$ cat src/rtl/skewed_data_fetcher_if.sv
// Port bundle of the skewed data fetcher: store write port, stream control,
// per-lane stream outputs and FSM state for observation.
interface skewed_data_fetcher_if #(
  parameter int MATRIX_SIZE = 4,
  parameter int DATA_SIZE   = 32
);
  localparam int AW = $clog2(MATRIX_SIZE * MATRIX_SIZE);

  // start is a one-cycle request honoured only while busy=0; valid_out[i]
  // qualifies data_out[i] on the same cycle; stall=1 freezes a running stream
  // and there is no back-pressure path towards the requester.
  logic                                  wr_en;
  logic [AW-1:0]                         wr_addr;
  logic [DATA_SIZE-1:0]                  wr_data;
  logic                                  start;
  logic                                  stall;
  logic [MATRIX_SIZE-1:0][DATA_SIZE-1:0] data_out;
  logic [MATRIX_SIZE-1:0]                valid_out;
  logic                                  busy;
  logic                                  done;
  logic [1:0]                            state_dbg;

  modport master (
    output wr_en, wr_addr, wr_data, start, stall,
    input  data_out, valid_out, busy, done, state_dbg
  );

  modport slave (
    input  wr_en, wr_addr, wr_data, start, stall,
    output data_out, valid_out, busy, done, state_dbg
  );
endinterface

$ cat src/rtl/skewed_data_fetcher.sv
// Streams an N x N word store as N rows, one row every INTERVAL cycles,
// optionally skewing lane i by i cycles for systolic-array entry.
module skewed_data_fetcher #(
  parameter int MATRIX_SIZE = 4,
  parameter int DATA_SIZE   = 32,
  parameter int INTERVAL    = 4,
  parameter int SKEW_EN     = 1
) (
  input  logic                   clk,
  input  logic                   reset,
  skewed_data_fetcher_if.slave   bus
);
  localparam int N    = MATRIX_SIZE;
  localparam int AW   = $clog2(N * N);
  localparam int RW   = (N > 1) ? $clog2(N) : 1;
  localparam int CMAX = (INTERVAL > N) ? INTERVAL : N;
  localparam int CW   = $clog2(CMAX + 1);
  localparam bit DRAIN_EN = (SKEW_EN != 0) && (N > 1);
  localparam logic [CW-1:0] INT_RELOAD = CW'(INTERVAL - 1);
  localparam logic [CW-1:0] DRAIN_LOAD = DRAIN_EN ? CW'(N - 2) : '0;
  localparam logic [RW-1:0] LAST_ROW   = RW'(N - 1);

  typedef enum logic [1:0] {IDLE, FETCH, DRAIN, DONE} state_e;

  state_e                      state_q, state_d;
  logic [CW-1:0]               cnt_q, cnt_d;
  logic [RW-1:0]               row_q, row_d;
  logic [N-1:0][DATA_SIZE-1:0] data_q, data_d, lane_word, lane_data;
  logic [N-1:0]                valid_q, valid_d, lane_vld;
  logic                        done_q, done_d;
  logic                        advance, issue, wr_fire;
  logic [DATA_SIZE-1:0]        mem_q [N*N];

  always_ff @(posedge clk or posedge reset) begin
    if (reset) state_q <= IDLE;
    else       state_q <= state_d;
  end

  always_comb begin
    state_d = state_q;
    case (state_q)
      IDLE:  if (bus.start) state_d = FETCH;
      FETCH: if (!bus.stall && cnt_q == '0 && row_q == LAST_ROW)
               state_d = DRAIN_EN ? DRAIN : DONE;
      DRAIN: if (!bus.stall && cnt_q == '0) state_d = DONE;
      DONE:  if (!bus.stall) state_d = IDLE;
      default: state_d = IDLE;
    endcase
  end

  // Stall is ignored in IDLE so the pipeline keeps flushing to zero there.
  always_comb begin
    advance = (state_q == IDLE) || !bus.stall;
    issue   = (state_q == FETCH) && !bus.stall && (cnt_q == '0);
    wr_fire = bus.wr_en && (state_q == IDLE);
    done_d  = (state_q == DONE) && !bus.stall;
    data_d  = advance ? lane_data : data_q;
    valid_d = advance ? lane_vld  : valid_q;
  end

  always_comb begin
    cnt_d = cnt_q;
    row_d = row_q;
    case (state_q)
      IDLE: if (bus.start) begin
        cnt_d = '0;
        row_d = '0;
      end
      FETCH: if (!bus.stall) begin
        if (cnt_q != '0) begin
          cnt_d = cnt_q - CW'(1);
        end else if (row_q == LAST_ROW) begin
          cnt_d = DRAIN_LOAD;
        end else begin
          cnt_d = INT_RELOAD;
          row_d = row_q + RW'(1);
        end
      end
      DRAIN: if (!bus.stall && cnt_q != '0) cnt_d = cnt_q - CW'(1);
      default: ;
    endcase
  end

  always_comb begin
    for (int i = 0; i < N; i++) begin
      lane_word[i] = issue ? mem_q[AW'(row_q) * AW'(N) + AW'(i)] : '0;
    end
  end

  // Lane i carries its word through i stages; zeros flow between issues.
  for (genvar i = 0; i < N; i++) begin : g_lane
    if (SKEW_EN != 0 && i > 0) begin : g_skew
      logic [DATA_SIZE-1:0] sk_data_q [i];
      logic [DATA_SIZE-1:0] sk_data_d [i];
      logic [i-1:0]         sk_vld_q, sk_vld_d;

      always_comb begin
        sk_data_d = sk_data_q;
        sk_vld_d  = sk_vld_q;
        if (advance) begin
          sk_data_d[0] = lane_word[i];
          sk_vld_d[0]  = issue;
          for (int j = 1; j < i; j++) begin
            sk_data_d[j] = sk_data_q[j-1];
            sk_vld_d[j]  = sk_vld_q[j-1];
          end
        end
      end

      always_ff @(posedge clk or posedge reset) begin
        if (reset) begin
          for (int j = 0; j < i; j++) sk_data_q[j] <= '0;
          sk_vld_q <= '0;
        end else begin
          sk_data_q <= sk_data_d;
          sk_vld_q  <= sk_vld_d;
        end
      end

      assign lane_data[i] = sk_data_q[i-1];
      assign lane_vld[i]  = sk_vld_q[i-1];
    end else begin : g_direct
      assign lane_data[i] = lane_word[i];
      assign lane_vld[i]  = issue;
    end
  end

  always_ff @(posedge clk or posedge reset) begin
    if (reset) begin
      cnt_q   <= '0;
      row_q   <= '0;
      data_q  <= '0;
      valid_q <= '0;
      done_q  <= 1'b0;
    end else begin
      cnt_q   <= cnt_d;
      row_q   <= row_d;
      data_q  <= data_d;
      valid_q <= valid_d;
      done_q  <= done_d;
    end
  end

  // Store contents deliberately survive reset.
  always_ff @(posedge clk) begin
    if (wr_fire) mem_q[bus.wr_addr] <= bus.wr_data;
  end

  assign bus.data_out  = data_q;
  assign bus.valid_out = valid_q;
  assign bus.busy      = (state_q != IDLE);
  assign bus.done      = done_q;
  assign bus.state_dbg = state_q;
endmodule

$ cat src/flat_wrapper.sv
// flat-port wrapper written by rule: the top's interface ports become plain ports
module skewed_data_fetcher_flat 
#(
  parameter int MATRIX_SIZE = 4,
  parameter int DATA_SIZE   = 32,
  parameter int INTERVAL    = 4,
  parameter int SKEW_EN     = 1
)
  (clk, reset, bus_wr_en, bus_wr_addr, bus_wr_data, bus_start, bus_stall, bus_data_out, bus_valid_out, bus_busy, bus_done, bus_state_dbg);
  skewed_data_fetcher_if #(.MATRIX_SIZE(MATRIX_SIZE), .DATA_SIZE(DATA_SIZE)) bus_i ();
  input  logic clk;
  input  logic reset;
  input wire logic [$bits(bus_i.wr_en)-1:0] bus_wr_en;
  input wire logic [$bits(bus_i.wr_addr)-1:0] bus_wr_addr;
  input wire logic [$bits(bus_i.wr_data)-1:0] bus_wr_data;
  input wire logic [$bits(bus_i.start)-1:0] bus_start;
  input wire logic [$bits(bus_i.stall)-1:0] bus_stall;
  output wire logic [$bits(bus_i.data_out)-1:0] bus_data_out;
  output wire logic [$bits(bus_i.valid_out)-1:0] bus_valid_out;
  output wire logic [$bits(bus_i.busy)-1:0] bus_busy;
  output wire logic [$bits(bus_i.done)-1:0] bus_done;
  output wire logic [$bits(bus_i.state_dbg)-1:0] bus_state_dbg;
  assign bus_i.wr_en = bus_wr_en;
  assign bus_i.wr_addr = bus_wr_addr;
  assign bus_i.wr_data = bus_wr_data;
  assign bus_i.start = bus_start;
  assign bus_i.stall = bus_stall;
  assign bus_data_out = bus_i.data_out;
  assign bus_valid_out = bus_i.valid_out;
  assign bus_busy = bus_i.busy;
  assign bus_done = bus_i.done;
  assign bus_state_dbg = bus_i.state_dbg;
  skewed_data_fetcher #(.MATRIX_SIZE(MATRIX_SIZE), .DATA_SIZE(DATA_SIZE), .INTERVAL(INTERVAL), .SKEW_EN(SKEW_EN)) u_core (.clk(clk), .reset(reset), .bus(bus_i));
endmodule
$ cat config.mk
export PLATFORM = sky130hd
export DESIGN_NAME = skewed_data_fetcher_flat
export DESIGN_NICKNAME = d
export VERILOG_FILES = /design/src/rtl/skewed_data_fetcher_if.sv /design/src/rtl/skewed_data_fetcher.sv /design/src/flat_wrapper.sv
export SDC_FILE = /design/constraint.sdc
export NUM_CORES = 1
export LEC_CHECK = 0
export ABC_CLOCK_PERIOD_IN_PS = 16200
export BUFFER_PORTS_ARGS = -buffer_cell sky130_fd_sc_hd__buf_2
export CAP_MARGIN = 40
export CORE_ASPECT_RATIO = 2
export CORE_MARGIN = 5
export CORE_UTILIZATION = 61
export DETAILED_ROUTE_END_ITERATION = 10
export HOLD_SLACK_MARGIN = 0.08
export PLACE_DENSITY = 0.87
export RECOVER_POWER = 50
export SYNTH_ARGS = -nofsm -noshare
export SYNTH_HDL_FRONTEND = slang
export SYNTH_SLANG_ARGS = --single-unit
$ cat constraint.sdc
create_clock -name clk -period 16.2 [get_ports clk]
set_clock_uncertainty 0.2 [all_clocks]
set_input_delay 0 -clock clk [delete_from_list [all_inputs] [get_ports clk]]
set_output_delay 0 -clock clk [all_outputs]
set_load 0.01 [all_outputs]
Yosys cells after proc, flatten, opt, wreduce, memory -nomap -nowiden
Memory sizes are Yosys's and may differ from the RTL's.
Cells that the tools add are included.
{"block": "op_classes", "add_sub_neg": 5, "n_eq_ne": 12, "mux": 22, "reduce_logical": 18}
{"op": "two-way mux 32 bit", "n": 4}
{"op": "two-way mux 2 bit", "n": 8}
{"op": "two-way mux 3 bit", "n": 4}
{"op": "inequality test 2 bit (second input constant)", "n": 5}
{"op": "one-hot mux 3 bit (3 select lines)", "n": 1}
{"op": "adder 4 x 2 -> 4 bit (second input constant)", "n": 2}
{"op": "one-hot mux 2 bit (4 select lines)", "n": 1}
{"op": "AND reduction 4 bit", "n": 2}
{"op": "logical AND 1 bit", "n": 7}
{"op": "== test 2 bit (second input constant)", "n": 3}
{"op": "inequality test 2 x 1 -> 1 bit (second input constant)", "n": 3}
{"op": "nonzero test 3 bit", "n": 2}
{"op": "AND reduction 5 bit", "n": 1}
{"op": "adder 4 x 1 -> 4 bit (second input constant)", "n": 1}
{"op": "one-hot mux 2 bit (2 select lines)", "n": 1}
{"op": "nonzero test 2 bit", "n": 2}
{"op": "zero test 3 bit", "n": 1}
{"op": "two-way mux 1 bit", "n": 3}
{"op": "subtractor 3 x 1 -> 3 bit (second input constant)", "n": 1}
{"op": "adder 2 x 1 -> 2 bit (second input constant)", "n": 1}
{"op": "== test 2 x 1 -> 1 bit (second input constant)", "n": 1}
{"op": "zero test 2 bit", "n": 1}
{"op": "zero test 1 bit", "n": 1}
{"op": "logical OR 1 bit", "n": 1}
{"block": "word_totals", "reg_bits": 338, "ram_bits": 512, "inputBits": 41, "output_inout_bits": 136, "elab_cells": 76, "n_memories": 1}
{"name": "u_core.mem_q", "words": 16, "word_bits": 32, "rd": 4, "rd_clocked_by_memory_dff": 0, "write_ports": 1, "line": "skewed_data_fetcher.sv:32", "text": "logic [DATA_SIZE-1:0] mem_q [N*N];"}

Depth between registers and ports, before layout
{"block": "depth", "ltp_word": 5, "mapped_depth": 8}

Worst setup path before layout
Ideal clock, no wire load.
{"block": "synth_path", "path_kind": "register to register", "from": "reg u_core.state_q[0], in the netlist u_core.bus.state_dbg[0]", "to": "mem u_core.mem_q[0][0], enable pin", "setup_time_ns": 0.461, "t_arrival_ns": 3.444, "t_required_ns": 15.539, "path_slack_ns": 12.094, "stages_incl_launch_ff": 6, "cell_sequence": "dfrtp_1 inv_1 ha_1 nand2_1 or3_1 nor3_1"}
{"block": "synth_between", "elab_chain_cells": 4}
{"element": "start: declaration", "line": "skewed_data_fetcher.sv:25", "text": "state_e state_q, state_d;"}
{"element": "start signal: assignment", "line": "skewed_data_fetcher.sv:36", "text": "else state_q <= state_d;"}
{"element": "zero test 2 bit", "line": "skewed_data_fetcher.sv:55", "text": "wr_fire = bus.wr_en && (state_q == IDLE);"}
{"element": "logical AND 1 bit", "line": "skewed_data_fetcher.sv:55"}
{"element": "two-way mux 1 bit", "line": "skewed_data_fetcher.sv:146", "text": "if (wr_fire) mem_q[bus.wr_addr] <= bus.wr_data;"}
{"element": "two-way mux 1 bit (not written as such)", "line": "skewed_data_fetcher.sv:146"}
{"element": "end: declaration", "line": "skewed_data_fetcher.sv:32"}
Every way passes these cells.

==> flow_metrics.py <==
metrics = {
    "logic_synthesis": {
        "synth-main-ff-cell": "edfxtp_1",
        "yosys_warnings": 0,
        "syn-num-nets": 1918,
        "ys_types": 33,
        "synth_common_cells": "nand2_1 (593), edfxtp_1 (512), dfrtp_1 (332), a22o_1 (128), mux4_2 (128)",
        "synth.avg_cell_area_sq_um": 16.5,
        "synthTopCellsByArea": "edfxtp_1 (50%), dfrtp_1 (27%), mux4_2 (9.3%)",
        "synth-edff-count": 512,
        "synth_cells": 1868,
        "synthArstFlopShare": 0.393,
        "synth.largest_area_cell": "edfxtp_1",
        "synth_seq_cells": 844,
        "yosysTopAreaCellShare": 0.497,
        "syn_area_sq_um": 30900,
        "yosysMostFrequentCell": "nand2_1",
        "seq_area_frac_synth": 0.766,
    },
    "sta": {
        "worst_slew_pin_slew_ns": 6.56,
        "fin_tns_setup_ns": 0,
        "fin_crit_ns": 7.90,
        "hold_viol": 0,
        "rsz0062_at_grt": "false",
        "maxSlewViolCount": 158,
        "fin_crit_sh": 0.488,
        "slew-limit-headroom": -3.37,
        "fmax_mhz": 127,
        "setup_viol": 0,
    },
    "final_layout": {
        "fin_cells": 2790,
        "area_growth_pct": 13.6,
        "diodes": 0,
        "nets": 2135,
        "drive_above_1_share": 0.137,
        "num-fill-cells": 3162,
    },
    "routing": {
        "ant_nets": 0,
        "drt_pass1_iterations": 5,
        "drt-vias-per-instance": 6.14,
        "drtIter0Drc": 1908,
        "drc_errors": 0,
        "vias": 17100,
        "wl_per_cell_um": 24.8,
        "drt_wl_total_um": 69100,
    },
    "worst_setup_path": {
        "cpMaxStageDelayCell": "clkbuf_1",
        "critPathLaunchType": "primary input",
        "cp.arrival_ns": 6.80,
        "path_cells": "dlygate4sd3_1, buf_2, dlygate4sd3_1, clkinvlp_2, clkbuf_1",
        "worstSetupEndpointType": "async pin",
        "rrSetupSlack_ns": 11.64,
        "critical_path.max_stage_delay_ns": 4.63,
        "cp_common_cell": "dlygate4sd3_1",
        "critPathRequiredTime_ns": 15.10,
        "crit_type": "in -> async",
        "crit_path_max_fanout": 116,
    },
    "place": {
        "gp_congestion": 0.768,
        "port_buffers": 176,
        "hpwlAfterDp_um": 38500,
        "placed_cells": 2620,
    },
    "pwr": {
        "ir_drop_uv": 97.7,
        "p_leak_nw": 13.9,
        "p_total_mw": 5.39,
        "powerDensity_nw_per_um2": 154,
    },
    "cts": {
        "cts_tree": "yes",
        "clockBufferDepth": 3,
        "cts_sinks": 844,
        "clkSlewWorstSetupHoldPaths_ns": 0.06,
        "root_buffer": "clkbuf_16",
        "clk_latency_ns": 0.61,
        "cts_made_buffers": 69,
        "htree_levels": 3,
    },
    "global_routing": {
        "antenna_found_initial": 0,
        "grt.overflow.total": 0,
        "grt_pass1_vias": 18000,
        "grt_util_all_layers": 0.252,
        "grt_max_degree": 241,
        "grt_pass1_wl_um": 107000,
    },
    "floorplan": {
        "start_util": 0.617,
        "die-width_um": 169,
        "ioPinCount": 177,
        "core-area_sq_um": 50100,
        "die_area_sq_um": 55500,
        "die_h_um": 328,
        "row_count": 116,
    },
    "min_path": {
        "min_path_type": "in -> reg",
    },
    "job": {
        "maxCapViolations": 3,
    },
    "status": {
        "violations": "capacitance limit, slew limit",
        "status": "finished, violations left",
    },
}
-- sequential cells by signal, indices dropped and copies added, names as in the netlist --
| register | cells |
|---|---|
| u_core.mem_q | 512 |
| u_core.g_lane.g_skew.sk_data_q | 192 |
| u_core.bus.data_out | 128 |
| u_core.bus.valid_out | 4 |
| u_core.cnt_q | 3 |
| u_core.bus.state_dbg | 2 |
| u_core.row_q | 2 |
| u_core.bus.done | 1 |
-- layout by cell type (no fill, tap or decap), drive strengths merged, types with 5 or more instances in the layout --
master / n
a22o: 128
clkinv: 27
edfxtp: 512
buf: 38
dfrtp: 332
mux4: 128
inv: 9
clkbuf: 257
nor2: 16
nand2: 593
bufinv: 7
dlygate4sd3: 43
nor2b: 5
ha: 9
-- layout make-up --
class | instances | area (sq um) | share of cell area
Inverter | 8 | 31.3 | 0.000890
Tap cell | 649 | 812 | 0.0231
Timing Repair Buffer | 249 | 1490 | 0.0424
Sequential cell | 844 | 23700 | 0.674
Clock buffer | 89 | 1920 | 0.0546
Clock inverter | 38 | 395 | 0.0113
Multi-Input combinational cell | 913 | 6790 | 0.193
-- critical path: cells and delay by family --
family,cells,cell delay (ns)
buffers and inverters,5,6.70
-- through the flow --
step	hold slack [ns]	setup WS, ns	utilization	cell area [sq um]
2_1_floorplan	-0.101	6.80	-	30900
3_3_place_gp	0.142	12.25	0.647	32400
3_5_place_dp	-0.214	12.31	0.652	32600
4_1_cts	0.105	12.28	0.706	35400
5_1_grt	0.152	6.73	0.702	35100
6_report	0.112	8.30	0.702	35100
-- what timing repair did --
action	4_1_cts	5_1_grt
gates resized for setup	0	0
setup buffers	0	0
hold buffers	43	0
hold endpoints to repair	1128	0
-- path summary, 6_finish.rpt --
check / startpoint / endpoint / cells past startpoint
max in group clk: u_core.bus.state_dbg[0]$_DFFE_PP0P_ / u_core.g_lane[3].g_skew.sk_data_q[63]$_DFFE_PP0P_ / 8
max: reset / u_core.bus.data_out[16]$_DFFE_PP0P_ / 5
min reg2reg: u_core.bus.data_out[100]$_DFFE_PP0P_ / u_core.bus.data_out[100]$_DFFE_PP0P_ / 2
min in group asynchronous: reset / u_core.bus.data_out[99]$_DFFE_PP0P_ / 4
max reg2reg: u_core.bus.state_dbg[0]$_DFFE_PP0P_ / u_core.g_lane[3].g_skew.sk_data_q[63]$_DFFE_PP0P_ / 8
min: bus_stall / u_core.bus.done$_DFF_PP0_ / 3
-- logic make-up after synthesis --
| family | Yosys count | synth area share |
|---|---|---|
| AO/OA/AOI/OAI | 143 | 0.0395 |
| adder cells (fa/ha/maj) | 9 | 0.00364 |
| buffers and inverters | 111 | 0.0181 |
| flip-flops | 844 | 0.766 |
| multiplexers | 132 | 0.0946 |
| AND/OR/NAND/NOR | 629 | 0.0780 |
-- metal layers --
metal / vias to the layer above / share of wire / GRT usage
li1: 7245 / - / -
met1: 8804 / 0.37 / 0.333
met2: 884 / 0.52 / 0.426
met3: 184 / 0.076 / 0.0444
met4: 0 / 0.039 / 0.0941
met5: - / 0 / 0
-- where the power goes --
part           leakage [nW]  switching (mW)  internal (mW)  total [mW]
registers              9.16           0.186           2.55        2.73
logic                  3.57           0.577          0.373       0.950
clock network          1.13           0.753          0.957        1.71
Note: power is estimated with default switching activity, not from simulation.
